[src/rtl/boot_loader.sv]
// boot_loader: streams a length-prefixed program image into the CPU's unified
// memory, verifies an XOR checksum, then sequences the CPU's reset and run.
// Byte stream format: N (word count), 4*N data bytes little-endian, checksum.
module boot_loader #(
    parameter int ADDR_W         = 8,
    parameter int DATA_W         = 32,
    parameter int MAX_WORDS      = 64,
    parameter int RELEASE_CYCLES = 2
) (
    input  logic              clk,
    input  logic              reset,
    input  logic              start,
    input  logic [7:0]        rx_data,
    input  logic              rx_valid,
    output logic              rx_ready,
    output logic              mem_we,
    output logic [ADDR_W-1:0] mem_addr,
    output logic [DATA_W-1:0] mem_wdata,
    output logic              cpu_reset,
    output logic              cpu_run,
    output logic              busy,
    output logic              done,
    output logic              error,
    output logic [6:0]        words_loaded
);

    localparam int RC_W = (RELEASE_CYCLES > 1) ? $clog2(RELEASE_CYCLES + 1) : 1;

    typedef enum logic [2:0] {
        S_IDLE, S_COUNT, S_DATA, S_WRITE, S_CHECK, S_RELEASE, S_RUN, S_ERROR
    } state_t;

    state_t            state;
    logic [6:0]        n_words;
    logic [1:0]        byte_cnt;
    logic [7:0]        checksum;
    logic [DATA_W-1:0] word_buf;
    logic [RC_W-1:0]   rel_cnt;
    logic              accept;

    // A byte moves only when both sides agree; rx_ready is a register.
    assign accept = rx_valid && rx_ready;

    // Loader FSM; every output is registered and updated on state transitions.
    always_ff @(posedge clk) begin
        if (!reset) begin
            state        <= S_IDLE;
            n_words      <= '0;
            byte_cnt     <= '0;
            checksum     <= '0;
            word_buf     <= '0;
            rel_cnt      <= '0;
            rx_ready     <= 1'b0;
            mem_we       <= 1'b0;
            mem_addr     <= '0;
            mem_wdata    <= '0;
            cpu_reset    <= 1'b1;
            cpu_run      <= 1'b0;
            busy         <= 1'b0;
            done         <= 1'b0;
            error        <= 1'b0;
            words_loaded <= '0;
        end else begin
            case (state)
                // Idle, finished and failed states all accept a new load.
                S_IDLE, S_RUN, S_ERROR: begin
                    if (start) begin
                        state        <= S_COUNT;
                        words_loaded <= '0;
                        checksum     <= '0;
                        byte_cnt     <= '0;
                        rx_ready     <= 1'b1;
                        cpu_reset    <= 1'b1;
                        cpu_run      <= 1'b0;
                        busy         <= 1'b1;
                        done         <= 1'b0;
                        error        <= 1'b0;
                    end
                end
                S_COUNT: begin
                    if (accept) begin
                        if (rx_data == 8'd0 || 32'(rx_data) > MAX_WORDS) begin
                            state    <= S_ERROR;
                            rx_ready <= 1'b0;
                            busy     <= 1'b0;
                            error    <= 1'b1;
                        end else begin
                            state   <= S_DATA;
                            n_words <= 7'(rx_data);
                        end
                    end
                end
                S_DATA: begin
                    if (accept) begin
                        // Shift in from the top so the first byte ends up in [7:0].
                        checksum <= checksum ^ rx_data;
                        word_buf <= {rx_data, word_buf[DATA_W-1:8]};
                        byte_cnt <= byte_cnt + 2'd1;
                        if (byte_cnt == 2'd3) begin
                            state     <= S_WRITE;
                            rx_ready  <= 1'b0;
                            mem_we    <= 1'b1;
                            mem_addr  <= ADDR_W'({words_loaded, 2'b00});
                            mem_wdata <= {rx_data, word_buf[DATA_W-1:8]};
                        end
                    end
                end
                S_WRITE: begin
                    mem_we       <= 1'b0;
                    rx_ready     <= 1'b1;
                    words_loaded <= words_loaded + 7'd1;
                    state        <= (words_loaded + 7'd1 == n_words) ? S_CHECK : S_DATA;
                end
                S_CHECK: begin
                    if (accept) begin
                        rx_ready <= 1'b0;
                        if (rx_data == checksum) begin
                            state   <= S_RELEASE;
                            rel_cnt <= RC_W'(RELEASE_CYCLES);
                        end else begin
                            state <= S_ERROR;
                            busy  <= 1'b0;
                            error <= 1'b1;
                        end
                    end
                end
                S_RELEASE: begin
                    // Run is registered, so leaving on count 1 lands exactly
                    // RELEASE_CYCLES cycles after the checksum was accepted.
                    if (rel_cnt <= RC_W'(1)) begin
                        state     <= S_RUN;
                        cpu_reset <= 1'b0;
                        cpu_run   <= 1'b1;
                        done      <= 1'b1;
                        busy      <= 1'b0;
                    end else begin
                        rel_cnt <= rel_cnt - RC_W'(1);
                    end
                end
                default: state <= S_IDLE;
            endcase
        end
    end

endmodule

[config.mk]
export PLATFORM = sky130hd
export DESIGN_NAME = boot_loader
export DESIGN_NICKNAME = d
export VERILOG_FILES = /design/src/rtl/boot_loader.sv
export SDC_FILE = /design/constraint.sdc
export NUM_CORES = 1
export LEC_CHECK = 0
export ABC_CLOCK_PERIOD_IN_PS = 2700
export CORE_MARGIN = 1
export CORE_UTILIZATION = 30
export CTS_CLUSTER_SIZE = 30
export DETAILED_ROUTE_END_ITERATION = 10
export SYNTH_ARGS = -nofsm -noshare
export SYNTH_HDL_FRONTEND = slang
export SYNTH_SLANG_ARGS = --single-unit
[constraint.sdc]
create_clock -name clk -period 2.7 [get_ports clk]
set_clock_uncertainty 0.15 [all_clocks]
set_input_delay 0.405 -clock clk [delete_from_list [all_inputs] [get_ports clk]]
set_output_delay 0.405 -clock clk [all_outputs]
set_load 0.02 [all_outputs]
==> metrics.md <==
| Metric | Value |
|---|---|
| Result of the run | finished, violations left |
| Violated checks | design-rule violations |
| Wire length of the first global-routing pass | 18110 um |
| Max-slew violations | 0 |
| Antenna cells | 0 |
| Area of the mapped netlist | 4576 um^2 |
| Post-layout util | 0.3901 |
| Final hold violations | 0 |
| CP startpoint kind | register |
| Worst EP required | 2780 ps |
| RSZ-0062 raised after global routing | false |
| Number of gates resized after cts | 0 |
| Async SR Flop Fraction | 0 |
| Count of H-tree levels built during CTS | 3 |
| Post-route DRC | 5 |
| Final worst hold slack | 309.2 ps |
| Transition time at the pin with the least slew margin | 532.5 ps |
| Terminating pin of the worst hold path | mem_wdata[21] |
| Count of input and output buffers | 63 |
| Worst min-delay path class | reg2reg |
| Full die area | 15750 um^2 |
| Critical Path Sink Type | register |
| Number of hold buffers added after cts | 0 |
| Largest net degree at the start of global routing | 47 |
| Worst slew margin relative to its limit | 0.6450 |
| R2r endpoint | state[0] |
| Timing-limited maximum frequency | 432.0 MHz |
| Top-count cell post-synth | sky130_fd_sc_hd__nand2_1 |
| Num CTS Buffers | 9 |
| Slack of the worst reg-to-reg path | 390 ps |
| Count of cells along the worst register-to-register path | 5 |
| Horizontal extent of the die | 125.5 um |
| Routed via count | 3794 |
| Number of global-route vias before repair | 3585 |
| Least setup slack across all paths after layout | 385.4 ps |
| Filler Cell Count | 1475 |
| Overflow left after global routing | 0 |
| Number of distinct library cells after synthesis | 63 |
| Pre-CTS setup slack | 133.1 ps |
| CTS tree | done |
| Ranking of synthesized cells by area | sky130_fd_sc_hd__dfxtp_1 (42%), sky130_fd_sc_hd__nand2_1 (11%), sky130_fd_sc_hd__a21boi_0 (9.4%) |
| Worst voltage drop across the vdd grid | 315.1 uV |
| Final estimated routing congestion in global placement | 0.8672 |
| Cells after DPL | 769 |
| Number of enable-type register cells in the synthesized netlist | 0 |
| Number of nets still failing antenna checks after routing | 0 |
| Latest clock arrival within the worst-skew pair | 340 ps |
| Setup Viol. Count Final | 0 |
| Clock Sinks | 97 |
| Hold path cells | 2 |
| Total Negative Setup Slacks | 0 ps |
| Placed standard-cell area | 5413 um^2 |
| Number of rows in the core area | 44 |
| Clock transition at the registers of the reported paths | 70 ps |
| Portion of the post-synthesis area used by sequential elements | 0.4244 |
| Post-route standard cell area excluding fillers | 5734 um^2 |
| Net count of the finished layout | 613 |
| Worst-path fanout max | 8 |
| Wire length per cell | 14.19 um |
| Ports placed on the boundary | 66 |
| Cell count after synthesis | 536 |
| Post-CTS repair timing setup buffer count | 0 |
| Sum of internal, switching and leakage power | 3.030 mW |
| Total length of routed wires | 11140 um |
| Leak pwr | 1.975 nW |
| Number of detailed-routing iterations run before antenna repair | 9 |
| Flops & latches, synth | 97 |
| Avg Cell Area, Syn | 8.537 um^2 |
| Effective utilization at floorplan | 0.3113 |
| Main flop type after synthesis | sky130_fd_sc_hd__dfxtp_1 |
| Share of Yosys cell area claimed by the top area cell type | 0.4244 |
| Post-synthesis cell type with the largest combined area | sky130_fd_sc_hd__dfxtp_1 |
| Max-capacitance violation count | 0 |
| Die extent in y | 125.5 um |
| Clock period minus final worst setup slack | 2315 ps |
| Top cells by instance count after synthesis | sky130_fd_sc_hd__nand2_1 (140), sky130_fd_sc_hd__dfxtp_1 (97), sky130_fd_sc_hd__a21boi_0 (57), sky130_fd_sc_hd__nor2_1 (22), sky130_fd_sc_hd__clkbuf_1 (18) |
| DP Wirelength | 8047 um |
| Post-route non-filler standard cell count | 785 |
| Clock tree buffer depth | 2 |
| Crit path kind | reg2reg |
| Area growth from synthesis to final layout | 25.32% |
| Critical R2R Launch | state[1] |
| Number of antenna violations at the first check in global routing | 0 |
| Critical path arrival | 2400 ps |
| Total core area | 14700 um^2 |
| DRC violation total after the first TritonRoute iteration | 199 |
| Part of the cycle the worst path needs | 0.8573 |
| Mean number of vias per cell | 4.833 |
| Pwr per Cell Area | 528.4 nW/um^2 |
| Count of warnings emitted by yosys | 0 |
| Clock tree root driver cell | sky130_fd_sc_hd__clkbuf_16 |
| Global router's overall resource usage | 0.1444 |
| Fraction of final layout cells with drive strength greater than 1 | 0.1048 |
| Startpoint of the most critical hold path | mem_wdata[21] |
[how the worst max path moves through the flow]
stage / from / endpoint / slack [ps] / cells after the start
CTS: state[1] / state[0] / 420 / 5
global placement: rx_data[4] / state[1] / 150 / 7
finish: state[1] / state[0] / 390 / 5
floorplan: state[1] / state[0] / 550 / 7
global route: state[1] / state[1] / 260 / 5
detailed placement: rx_data[1] / state[2] / 130 / 6
[registers in the layout, summed over array words and instances (netlist names)]
| name | flops |
|---|---|
| busy | 1 |
| byte_cnt | 2 |
| n_words | 7 |
| rx_ready | 1 |
| state | 3 |
| mem_addr | 6 |
| checksum | 8 |
| words_loaded | 7 |
| error | 1 |
| rel_cnt | 2 |
| mem_we | 1 |
| word_buf | 24 |
| done | 1 |
| cpu_reset | 1 |
| mem_wdata | 32 |
[cell families (layout without fill, tap and decap cells)]
| logic type | after synthesis | after routing | share of synthesized area |
|---|---|---|---|
| AND/OR/NAND/NOR | 233 | 233 | 0.2417 |
| AO/OA/AOI/OAI | 128 | 128 | 0.2062 |
| flip-flops | 97 | 97 | 0.4244 |
| buffers and inverters | 44 | 108 | 0.05578 |
| XOR/XNOR | 16 | 16 | 0.03063 |
| multiplexers | 12 | 12 | 0.02680 |
| adder cells (fa/ha/maj) | 5 | 5 | 0.01367 |
| other | 1 | 2 | 0.0008196 |
[critical path, stage by stage, from the launching register on]
cell and delay, ps:
sky130_fd_sc_hd__dfxtp_1 380, sky130_fd_sc_hd__nor3b_1 440, sky130_fd_sc_hd__mux2_2 400, sky130_fd_sc_hd__a2111oi_2 500, sky130_fd_sc_hd__nand2_1 100, sky130_fd_sc_hd__o221a_1 230
[cell usage in the layout (no fill, tap or decap), types with 10 or more instances in the layout]
cell type,count
sky130_fd_sc_hd__buf_4,20
sky130_fd_sc_hd__o21ai_0,13
sky130_fd_sc_hd__nor2b_1,11
sky130_fd_sc_hd__nand2_1,140
sky130_fd_sc_hd__a21oi_1,13
sky130_fd_sc_hd__xor2_1,11
sky130_fd_sc_hd__dfxtp_1,97
sky130_fd_sc_hd__nor2_1,22
sky130_fd_sc_hd__a21boi_1,11
sky130_fd_sc_hd__mux2i_1,10
sky130_fd_sc_hd__a21boi_0,57
sky130_fd_sc_hd__clkdlybuf4s50_1,62
[where the power goes]
part	internal (mW)	switching, mW	leakage [nW]
clock network	0.823	0.560	0.156
logic	0.0915	0.109	1.04
registers	1.44	0.00683	0.782
[routing by layer]
layer | share of wire | global-route usage
met1 | 0.50 | 0.1934
met2 | 0.45 | 0.2278
met3 | 0.038 | 0.02867
met4 | 0.0071 | 0.05595
met5 | 0 | 0
[cell type report]
type / count / area, um^2 / share of cell area
Clock buffer: 11 / 232.7 / 0.04058
Clock inverter: 5 / 88.84 / 0.01549
Inverter: 6 / 22.52 / 0.003928
Multi-Input combinational cell: 396 / 2382 / 0.4154
Sequential cell: 97 / 1942 / 0.3386
Tap cell: 184 / 230.2 / 0.04015
Timing Repair Buffer: 86 / 835.8 / 0.1458
(Power assumes the default switching activity.)
